==> src/rtl/mul_div_unit_pkg.sv <==
// mul_div_unit shared definitions: op and FSM encodings,
// word width and an op-decoding helper.
package mul_div_unit_pkg;

    localparam int MDU_WORD_W = 32;

    typedef enum logic [1:0] {
        MDU_OP_MULT  = 2'b00,
        MDU_OP_MULTU = 2'b01,
        MDU_OP_DIV   = 2'b10,
        MDU_OP_DIVU  = 2'b11
    } mdu_op_e;

    typedef enum logic [1:0] {
        MDU_IDLE = 2'b00,
        MDU_CALC = 2'b01,
        MDU_FIX  = 2'b10,
        MDU_DONE = 2'b11
    } mdu_state_e;

    // Signed variants have op[0] clear
    function automatic logic op_is_signed(input logic [1:0] op);
        return ~op[0];
    endfunction

    function automatic logic op_is_mul(input logic [1:0] op);
        return ~op[1];
    endfunction

endpackage

==> src/rtl/mul_div_unit_sign_fix.sv <==
// Sign handling for the MDU: operand magnitudes at entry
// and sign correction of the raw unsigned result in FIX.
module mul_div_unit_sign_fix
    import mul_div_unit_pkg::*;
#(
    parameter int WIDTH = MDU_WORD_W
) (
    input  logic               sgn,
    input  logic [WIDTH-1:0]   a,
    input  logic [WIDTH-1:0]   b,
    output logic [WIDTH-1:0]   abs_a,
    output logic [WIDTH-1:0]   abs_b,
    output logic               a_neg,
    output logic               b_neg,
    input  logic               is_mul,
    input  logic               qsign,
    input  logic               rsign,
    input  logic [2*WIDTH-1:0] raw,
    output logic [WIDTH-1:0]   hi_res,
    output logic [WIDTH-1:0]   lo_res
);

    logic [2*WIDTH-1:0] prod;

    // Magnitudes are modulo 2^WIDTH, so the most negative value maps to itself
    always_comb begin
        a_neg = sgn & a[WIDTH-1];
        b_neg = sgn & b[WIDTH-1];
        abs_a = a_neg ? -a : a;
        abs_b = b_neg ? -b : b;
    end

    // Product negates as one double word; quotient and remainder separately
    always_comb begin
        prod = qsign ? -raw : raw;
        if (is_mul) begin
            hi_res = prod[2*WIDTH-1:WIDTH];
            lo_res = prod[WIDTH-1:0];
        end else begin
            hi_res = rsign ? -raw[2*WIDTH-1:WIDTH] : raw[2*WIDTH-1:WIDTH];
            lo_res = qsign ? -raw[WIDTH-1:0] : raw[WIDTH-1:0];
        end
    end

endmodule

==> src/rtl/mul_div_unit.sv <==
// Iterative radix-2 multiply/divide unit owning HI/LO.
// One step per cycle, sign fix in FIX, done pulse in DONE.
module mul_div_unit
    import mul_div_unit_pkg::*;
#(
    parameter int WIDTH = MDU_WORD_W,
    parameter int CNT_W = 6
) (
    input  logic             clk,
    input  logic             rst,
    input  logic             start,
    input  logic [1:0]       op,
    input  logic [WIDTH-1:0] opnd_a,
    input  logic [WIDTH-1:0] opnd_b,
    input  logic             flush,
    input  logic             hi_we,
    input  logic             lo_we,
    input  logic [WIDTH-1:0] wdata,
    output logic             busy,
    output logic             done,
    output logic [WIDTH-1:0] hi,
    output logic [WIDTH-1:0] lo
);

    mdu_state_e         state_q, state_d;
    logic [WIDTH-1:0]   dvs_q;
    logic [2*WIDTH:0]   acc_q;
    logic [CNT_W-1:0]   cnt_q;
    logic               is_mul_q, qsign_q, rsign_q;
    logic [WIDTH-1:0]   hi_q, lo_q;

    logic               accept, last;
    logic [WIDTH-1:0]   abs_a, abs_b, hi_res, lo_res;
    logic               a_neg, b_neg;
    logic [WIDTH:0]     mul_sum, div_top, div_rem;
    logic               div_ge;
    logic [2*WIDTH:0]   step;

    assign busy   = (state_q == MDU_CALC) || (state_q == MDU_FIX);
    assign done   = (state_q == MDU_DONE);
    assign hi     = hi_q;
    assign lo     = lo_q;
    assign accept = start & ~flush & ~busy;
    assign last   = (cnt_q == CNT_W'(WIDTH - 1));

    mul_div_unit_sign_fix #(.WIDTH(WIDTH)) u_sign_fix (
        .sgn    (op_is_signed(op)),
        .a      (opnd_a),
        .b      (opnd_b),
        .abs_a  (abs_a),
        .abs_b  (abs_b),
        .a_neg  (a_neg),
        .b_neg  (b_neg),
        .is_mul (is_mul_q),
        .qsign  (qsign_q),
        .rsign  (rsign_q),
        .raw    (acc_q[2*WIDTH-1:0]),
        .hi_res (hi_res),
        .lo_res (lo_res)
    );

    // One shift-add (multiply) or restoring shift-subtract (divide) step
    always_comb begin
        mul_sum = acc_q[2*WIDTH:WIDTH] + (acc_q[0] ? {1'b0, dvs_q} : '0);
        div_top = acc_q[2*WIDTH-1:WIDTH-1];
        div_ge  = div_top >= {1'b0, dvs_q};
        div_rem = div_ge ? div_top - {1'b0, dvs_q} : div_top;
        if (is_mul_q)
            step = {1'b0, mul_sum, acc_q[WIDTH-1:1]};
        else
            step = {div_rem, acc_q[WIDTH-2:0], div_ge};
    end

    // State register
    always_ff @(posedge clk) begin
        if (rst) state_q <= MDU_IDLE;
        else     state_q <= state_d;
    end

    // Next-state logic; flush beats start and aborts CALC/FIX
    always_comb begin
        state_d = state_q;
        unique case (state_q)
            MDU_IDLE, MDU_DONE:
                state_d = accept ? MDU_CALC : MDU_IDLE;
            MDU_CALC:
                if (flush)     state_d = MDU_IDLE;
                else if (last) state_d = MDU_FIX;
            MDU_FIX:
                state_d = flush ? MDU_IDLE : MDU_DONE;
            default:
                state_d = MDU_IDLE;
        endcase
    end

    // Operand latch at accept, then iterate; zero divisor keeps quotient positive
    always_ff @(posedge clk) begin
        if (rst) begin
            dvs_q    <= '0;
            acc_q    <= '0;
            cnt_q    <= '0;
            is_mul_q <= 1'b0;
            qsign_q  <= 1'b0;
            rsign_q  <= 1'b0;
        end else if (accept) begin
            is_mul_q <= op_is_mul(op);
            cnt_q    <= '0;
            if (op_is_mul(op)) begin
                dvs_q   <= abs_a;
                acc_q   <= {{(WIDTH+1){1'b0}}, abs_b};
                qsign_q <= a_neg ^ b_neg;
                rsign_q <= 1'b0;
            end else begin
                dvs_q   <= abs_b;
                acc_q   <= {{(WIDTH+1){1'b0}}, abs_a};
                qsign_q <= (a_neg ^ b_neg) & (|opnd_b);
                rsign_q <= a_neg;
            end
        end else if (state_q == MDU_CALC) begin
            acc_q <= step;
            cnt_q <= cnt_q + 1'b1;
        end
    end

    // HI/LO: FIX result, else MTHI/MTLO while not busy
    always_ff @(posedge clk) begin
        if (rst) begin
            hi_q <= '0;
            lo_q <= '0;
        end else if (state_q == MDU_FIX && !flush) begin
            hi_q <= hi_res;
            lo_q <= lo_res;
        end else if (!busy) begin
            if (hi_we) hi_q <= wdata;
            if (lo_we) lo_q <= wdata;
        end
    end

endmodule

==> config.mk <==
export PLATFORM = sky130hd
export DESIGN_NAME = mul_div_unit
export DESIGN_NICKNAME = d
export VERILOG_FILES = /design/src/rtl/mul_div_unit_pkg.sv /design/src/rtl/mul_div_unit_sign_fix.sv /design/src/rtl/mul_div_unit.sv
export SDC_FILE = /design/constraint.sdc
export NUM_CORES = 1
export LEC_CHECK = 0
export ABC_AREA = 0
export CORE_MARGIN = 3
export CORE_UTILIZATION = 56
export DETAILED_ROUTE_END_ITERATION = 10
export GPL_TIMING_DRIVEN = 0
export PLACE_DENSITY = 0.82
export REMOVE_ABC_BUFFERS = 1
export SYNTH_ARGS = -nofsm -noshare
export SYNTH_HDL_FRONTEND = slang
export SYNTH_SLANG_ARGS = --single-unit
==> constraint.sdc <==
create_clock -name clk -period 3.7 [get_ports clk]
set_input_delay 0.37 -clock clk [delete_from_list [all_inputs] [get_ports clk]]
set_output_delay 0.37 -clock clk [all_outputs]
set_load 0.02 [all_outputs]
==> impl_metrics.csv, run 1 <==
group,metric,value,unit
cts,cts_made_buffers,17,
outcome,outcome,"complete, no violations",
grt,grt_pass1_vias,15236,
grt,overflow,0,
routing,antenna_left,0,
synthesis,synth-compound-area-share,27.5,%
synthesis,synthFlopType,"dfxtp_1",
routing,drt_first_pass_iters,5,
finish,num-fill-cells,2329,
setup_path,worstReg2RegEnd,"acc_q[63]$_SDFFE_PP0P_",
routing,drc,0,
setup_path,rrSetupSlack,0.08,ns
run,cap_violations,0,
setup_path,setup.worst_path.end_class,"flop",
finish,multi_input_area,0.0108,sq mm
routing,wl_per_cell,21.4,microns
floorplan,start_util,57.2,%
power,seq_power_share,32.8,%
cts,cts_buffer_depth,2,
synthesis,synth_mux_area_share,4.73,%
finish,layout_common_cells,"nor2_1, nand2_1, a21oi_1",
setup_path,cp.depth,10,
setup_path,rr_startpoint,"acc_q[38]$_SDFFE_PP0P_",
finish,fin_util,66.9,%
setup_path,crit_type,"reg2reg",
synthesis,syn_inst,2088,
placed_design,io_buffers,169,
cts,cts_tree,"built",
power,leakage,0.00676,uW
cts,clk_latency,0.46,ns
sta,maxSlewHeadroom,3.96,%
floorplan,fp-row-count,59,
finish,antenna_cells,0,
power,switching_power,2610,uW
placed_design,dp_hpwl,39200,microns
routing,drt-initial-drc-count,2028,
synthesis,async_flop_share,0,%
synthesis,synth_fa_ha_area_share,6.29,%
setup_path,cp-endpoint,"acc_q[63]$_SDFFE_PP0P_",
hold_path,holdCritStartpoint,"rst",
floorplan,die_area,0.0287,sq mm
cts,cts_hold_buf,0,
setup_path,slowest_stage,"o21ai_0",
power,internal-power,3940,uW
setup_path,critical_path.cell_chain,"ha_1, nand4_1, a211oi_1, a2111oi_2, o21ba_2, o21a_1, o21ai_0, mux2i_1, o211a_1, or3_1",
sta,fmax,276,MHz
finish,layoutNonFillerInstCount,2487,
synthesis,ys_top_cells_by_area,"dfxtp_1, nor2_1, a21oi_1, nand2_1, ha_1",
placed_design,gp_congestion,0.999,
power,p_sw_share,39.8,%
setup_path,required,4.04,ns
power,clkPwrFrac,29.7,%
synthesis,yosysWarnings,0,
sta,fin_skew,0.0181,ns
power,pwr_density_cell,375,mW/mm^2
finish,synthToLayoutAreaGrowth,16.9,%
cts,cts.sinks,172,
grt,antenna_found_initial,0,
setup_path,startpoint_type,"flop",
setup_path,reg2reg_depth,10,
synthesis,yosysUniqueCellTypes,77,
sta,min_period,3.62,ns
floorplan,coreArea,0.0261,sq mm
synthesis,yosysTopAreaCell,"dfxtp_1",
synthesis,synth-seq-area-share,23.0,%
setup_path,critPathArrivalTime,3.96,ns
finish,final_common_cell,"nor2_1",
floorplan,pin_count,170,
sta,hold_viol_final,0,
finish,drive_gt1_share,4.93,%
synthesis,synthesis.area,0.0150,sq mm
power,peakVddDrop,302,uV
sta,tns,0,ns
synthesis,synth_top_area_share,23.0,%
synthesis,synth_seq_cells,172,
setup_path,crit_family,"compound AO/OA/AOI/OAI gates",
setup_path,crit_start,"acc_q[38]$_SDFFE_PP0P_",
synthesis,synth-xor-area-share,10.3,%
setup_path,max_stage_delay,0.53,ns
power,p_comb_share,37.6,%
floorplan,die-width,169,microns
setup_path,critical_path.max_fanout,7,
grt,grt_max_degree,91,
hold_path,holdPathStages,2,
sta,period_share,97.8,%
routing,vias,16318,
sta,rsz0062_at_grt,"true",
sta,drv_slew,0,
power,total_power,6550,uW
synthesis,avgSynthCellArea,7.17,sq um
grt,track_usage,35.9,%
finish,layout.area.seq,0.00345,sq mm
sta,worst_slew_pin_slew,1.44,ns
synthesis,synth_top_family_by_area,"compound AO/OA/AOI/OAI gates",
floorplan,die-height,169,microns
finish,fin_nets,2317,
routing,drt-total-wl,53100,microns
sta,setup-violations-final,0,
synthesis,synthSimpleGateAreaFrac,22.5,%
placed_design,place.detailed.instances,2446,
cts,cts-root-buf,"clkbuf_16",
cts,clkTransAtPathRegs,0.09,ns
cts,htreeDepth,4,
synthesis,synth_enable_flop_cells,0,
hold_path,min_path_type,"in2reg",
setup_path,crit_buf_inv,0,
routing,vias_per_cell,6.56,
grt,grt_first_pass_wirelength,82800,microns
-- power groups by stage --
stage | Clock (uW) | Combinational [uW] | Sequential, uW
3_3_place_gp | 0 | 2240 | 2190
5_1_grt | 2020 | 2660 | 2160
2_1_floorplan | 0 | 1490 | 2170
4_1_cts | 1940 | 2350 | 2130
6_report | 1940 | 2460 | 2150
3_5_place_dp | 0 | 2310 | 2180
-- cell type report --
cell class	count	share of cell area, %
Clock inverter	15	1.17
Sequential cell	172	19.7
Multi-Input combinational cell	1697	61.8
Tap cell	335	2.40
Inverter	68	1.48
Timing Repair Buffer	182	10.9
Clock buffer	17	2.43
Timing Repair inverter	1	0.0429
-- routing by layer --
metal / GRT usage (%) / wire [microns] / part of all wire, %
met1: 49.1 / 22500 / 42
met2: 56.6 / 23500 / 44
met3: 7.27 / 5380 / 10
met4: 12.7 / 1800 / 3.4
met5: 0 / 0 / 0
-- cell usage after synthesis (all sizes together), types with 10 or more instances --
cell	instances
a211oi	54
a21o	30
a21oi	186
a311oi	59
a31oi	21
and3	16
buf	19
clkbuf	134
dfxtp	172
ha	72
inv	68
mux2	14
mux2i	55
nand2	246
nand2b	23
nand3	80
nand4	16
nor2	251
nor3	32
nor4	20
o211ai	57
o21a	10
o21ai	108
o22ai	12
o31ai	18
or3	21
or4	14
xnor2	100
xor2	76
-- per-stage QoR --
step                hold WS (ns)  cell area (sq um)  setup slack, ns
global placement           0.442              16500            -5.35
global route               0.390              17500          -0.0453
detailed placement         0.446              16700           -0.987
CTS                        0.371              17400           0.0134
finish                     0.356              17500           0.0829
floorplan                  0.426              14400            -2.28
-- what timing repair did --
| item | 4_1_cts | 5_1_grt |
|---|---|---|
| gates resized for setup | 17 | 14 |
| buffers inserted | 2 | 3 |
| cloned | 2 | 1 |
| pin swaps | 1 | 2 |
| setup endpoints to repair | 37 | 38 |
-- worst reg2reg max path, cell delays in order, from the launching register on --
cell       delay, ns
dfxtp_1         0.45
ha_1            0.46
nand4_1         0.23
a211oi_1        0.39
a2111oi_2       0.14
o21ba_2         0.26
o21a_1          0.25
o21ai_0         0.53
mux2i_1         0.20
o211a_1         0.27
or3_1           0.34
-- flip-flops by register name (all words and copies together), names as in the netlist --
register,flops
qsign_q,1
hi,32
is_mul_q,1
dvs_q,32
rsign_q,1
acc_q,65
lo,32
cnt_q,6
state_q,2
-- cell families after synthesis --
group                      count (synthesis)
and+or+nand+nor                          749
buffers and inverters                    221
DFF                                      172
AOI/OAI and AO/OA                        627
adders and majority gates                 74
xor gates and xnor gates                 176
muxes                                     69
-- worst min-delay path by stage --
stage	to	slack, ns
3_5_place_dp	dvs_q[23]$_SDFFE_PP0P_	0.45
5_1_grt	acc_q[16]$_SDFFE_PP0P_	0.39
6_report	acc_q[15]$_SDFFE_PP0P_	0.36
3_3_place_gp	dvs_q[14]$_SDFFE_PP0P_	0.44
4_1_cts	acc_q[15]$_SDFFE_PP0P_	0.37
2_1_floorplan	dvs_q[10]$_SDFFE_PP0P_	0.43
Note: power is estimated with default switching activity, not from simulation.
==> inputs of run 2 (changes only) <==
--- a/config.mk
+++ b/config.mk
@@ -10,8 +10,10 @@
 export CORE_UTILIZATION = 56
 export DETAILED_ROUTE_END_ITERATION = 10
 export GPL_TIMING_DRIVEN = 0
+export MAX_ROUTING_LAYER = met4
 export PLACE_DENSITY = 0.82
 export REMOVE_ABC_BUFFERS = 1
+export SLEW_MARGIN = 20
 export SYNTH_ARGS = -nofsm -noshare
 export SYNTH_HDL_FRONTEND = slang
 export SYNTH_SLANG_ARGS = --single-unit
==> run 2 against run 1 <==
  * Worst hold slack worse by 0.070 ns
  * Cell area up 0.42%
  * Critical path depth down 1
  * First-iteration DRC count up 4.7%
  * Sequential power about the same
  * Worst setup slack better by 0.031 ns
  * Power up 0.19%
  * Clock power about the same
  * Clock skew up 0.0065 ns
  * Via count up 0.70%
  * Combinational power about the same
  * Largest cell class unchanged
  * Largest power group unchanged
==> impl_metrics.csv, run 2 (synthesis results as in run 1) <==
group,metric,value,unit
routing,drt-initial-drc-count,2124,
sta,fin_ws,0.114,ns
setup_path,rr_startpoint,"acc_q[13]$_SDFFE_PP0P_",
sta,worst_slew_pin_slew,1.11,ns
sta,drv_slew,0,
sta,period_share,96.9,%
placed_design,io_buffers,169,
setup_path,cp-endpoint,"hi[8]$_SDFFE_PP0P_",
power,peakVddDrop,357,uV
setup_path,critPathMostFrequentCell,"or4_4",
finish,fin_nets,2316,
floorplan,coreArea,0.0261,sq mm
floorplan,die_area,0.0287,sq mm
setup_path,startpoint_type,"flop",
routing,wl_per_cell,21.4,microns
finish,synthToLayoutAreaGrowth,17.4,%
cts,cts_tree,"built",
cts,cts-root-buf,"clkbuf_16",
grt,antenna_found_initial,0,
routing,drc,0,
grt,grt_max_degree,90,
hold_path,min_path_type,"in2reg",
setup_path,reg2reg_depth,9,
routing,antenna_left,0,
finish,antenna_cells,0,
grt,overflow,0,
floorplan,die-height,169,microns
setup_path,crit_type,"reg2reg",
finish,fin_area,0.0176,sq mm
floorplan,start_util,57.2,%
finish,final_common_cell,"nor2_1",
setup_path,crit_start,"acc_q[13]$_SDFFE_PP0P_",
floorplan,fp-row-count,59,
finish,regMostFlops,"acc_q",
finish,layout_common_cells,"nor2_1, nand2_1, a21oi_1",
placed_design,dp_slack,-0.599,ns
placed_design,dp_hpwl,40500,microns
sta,setup-violations-final,0,
cts,cts_made_buffers,17,
setup_path,rrSetupSlack,0.11,ns
outcome,outcome,"complete, no violations",
finish,drive_gt1_share,5.39,%
routing,drt_first_pass_iters,6,
finish,fin_util,67.2,%
grt,grt_pass1_vias,14836,
placed_design,post_dp_cell_area,0.0167,sq mm
setup_path,critical_path.cell_chain,"or4_4, or3_4, or4_4, o21ba_2, or3b_4, o31ai_4, xnor2_1, nor2_1, a311oi_1",
placed_design,gp_congestion,1.06,
setup_path,max_stage_delay,0.59,ns
floorplan,pin_count,170,
cts,cts_buffer_depth,2,
setup_path,slowest_stage,"or4_4",
sta,fin_skew,0.0246,ns
cts,htreeDepth,4,
sta,min_period,3.59,ns
grt,grt_first_pass_wirelength,82300,microns
setup_path,critPathArrivalTime,3.95,ns
grt,track_usage,37.0,%
sta,maxSlewHeadroom,25.8,%
setup_path,required,4.06,ns
sta,fmax,279,MHz
run,cap_violations,0,
setup_path,setup.worst_path.end_class,"flop",
sta,hold_viol_final,0,
cts,cts.sinks,172,
routing,drt-total-wl,53200,microns
placed_design,place.detailed.instances,2448,
cts,clk_latency,0.45,ns
cts,clkTransAtPathRegs,0.09,ns
setup_path,worstReg2RegEnd,"hi[8]$_SDFFE_PP0P_",
setup_path,critical_path.max_fanout,8,
power,pwr_density_cell,374,mW/mm^2
finish,layoutNonFillerInstCount,2486,
power,leakage,0.00678,uW
finish,num-fill-cells,2256,
routing,vias_per_cell,6.61,
routing,vias,16433,
finish,largest_reg_flops,65,
floorplan,die-width,169,microns
-- run 2: changes by cell type in the layout (fill, tap and decap cells not counted), sizes merged --
| cell | delta |
|---|---|
| clkdlybuf4s50 | -2 |
| nor2 | -2 |
| buf | +3 |
-- run 2: worst min-delay path by stage --
stage	startpoint	endpoint	slack, ns	depth (start not counted)
finish	rst	dvs_q[15]$_SDFFE_PP0P_	0.29	2
floorplan	dvs_q[10]$_SDFFE_PP0P_	dvs_q[10]$_SDFFE_PP0P_	0.43	2
global route	rst	acc_q[15]$_SDFFE_PP0P_	0.31	2
CTS	rst	dvs_q[17]$_SDFFE_PP0P_	0.28	2
detailed placement	dvs_q[5]$_SDFFE_PP0P_	dvs_q[5]$_SDFFE_PP0P_	0.44	2
global placement	dvs_q[2]$_SDFFE_PP0P_	dvs_q[2]$_SDFFE_PP0P_	0.44	2
-- run 2: worst max-delay path: cells and delay by family, from the launching register on --
| kind | cells | cell delay, ns |
|---|---|---|
| compound gates | 3 | 0.75 |
| xor+xnor | 1 | 0.25 |
| flops | 1 | 0.45 |
| simple gates | 5 | 2.04 |
-- run 2: per-stage QoR --
| stage | total power, uW | hold WS, ns | setup TNS [ns] |
|---|---|---|---|
| 6_report | 6560 | 0.286 | 0 |
| 5_1_grt | 6840 | 0.311 | -0.0145 |
| 4_1_cts | 6450 | 0.280 | 0 |
| 3_5_place_dp | 4510 | 0.443 | -10.23 |
| 3_3_place_gp | 4450 | 0.443 | -388.18 |
| 2_1_floorplan | 3660 | 0.426 | -82.93 |
-- run 2: cell type report --
type	count	area, sq um	share of cell area [%]
repair buffers	183	1950	11.1
well taps	335	419	2.39
inverters	68	259	1.48
clock inverters	15	216	1.23
flip-flops and latches	172	3450	19.7
multi-input cells	1695	10800	61.7
clock buffers	17	425	2.42
repair inverters	1	7.51	0.0428
-- run 2: layer usage --
layer  routed length [microns]  global-route usage (%)
met1                     22400                    49.6
met4                      2010                    12.5
met2                     22900                    56.4
met3                      5920                    6.85
met5                         0                       -
-- run 2: repair_timing --
item	4_1_cts	5_1_grt
gates cloned	1	0
gates resized for setup	11	18
hold buffers	0	0
endpoints found under the setup margin	41	27
buffers inserted	3	2
pin swaps	0	2
-- run 2: power breakdown --
part,internal [uW],switching (uW),leakage (uW)
combinational,1030,1440,0.00506
sequential,1960,198,0.00141
clock,949,989,0.000307
total,3940,2630,0.00678
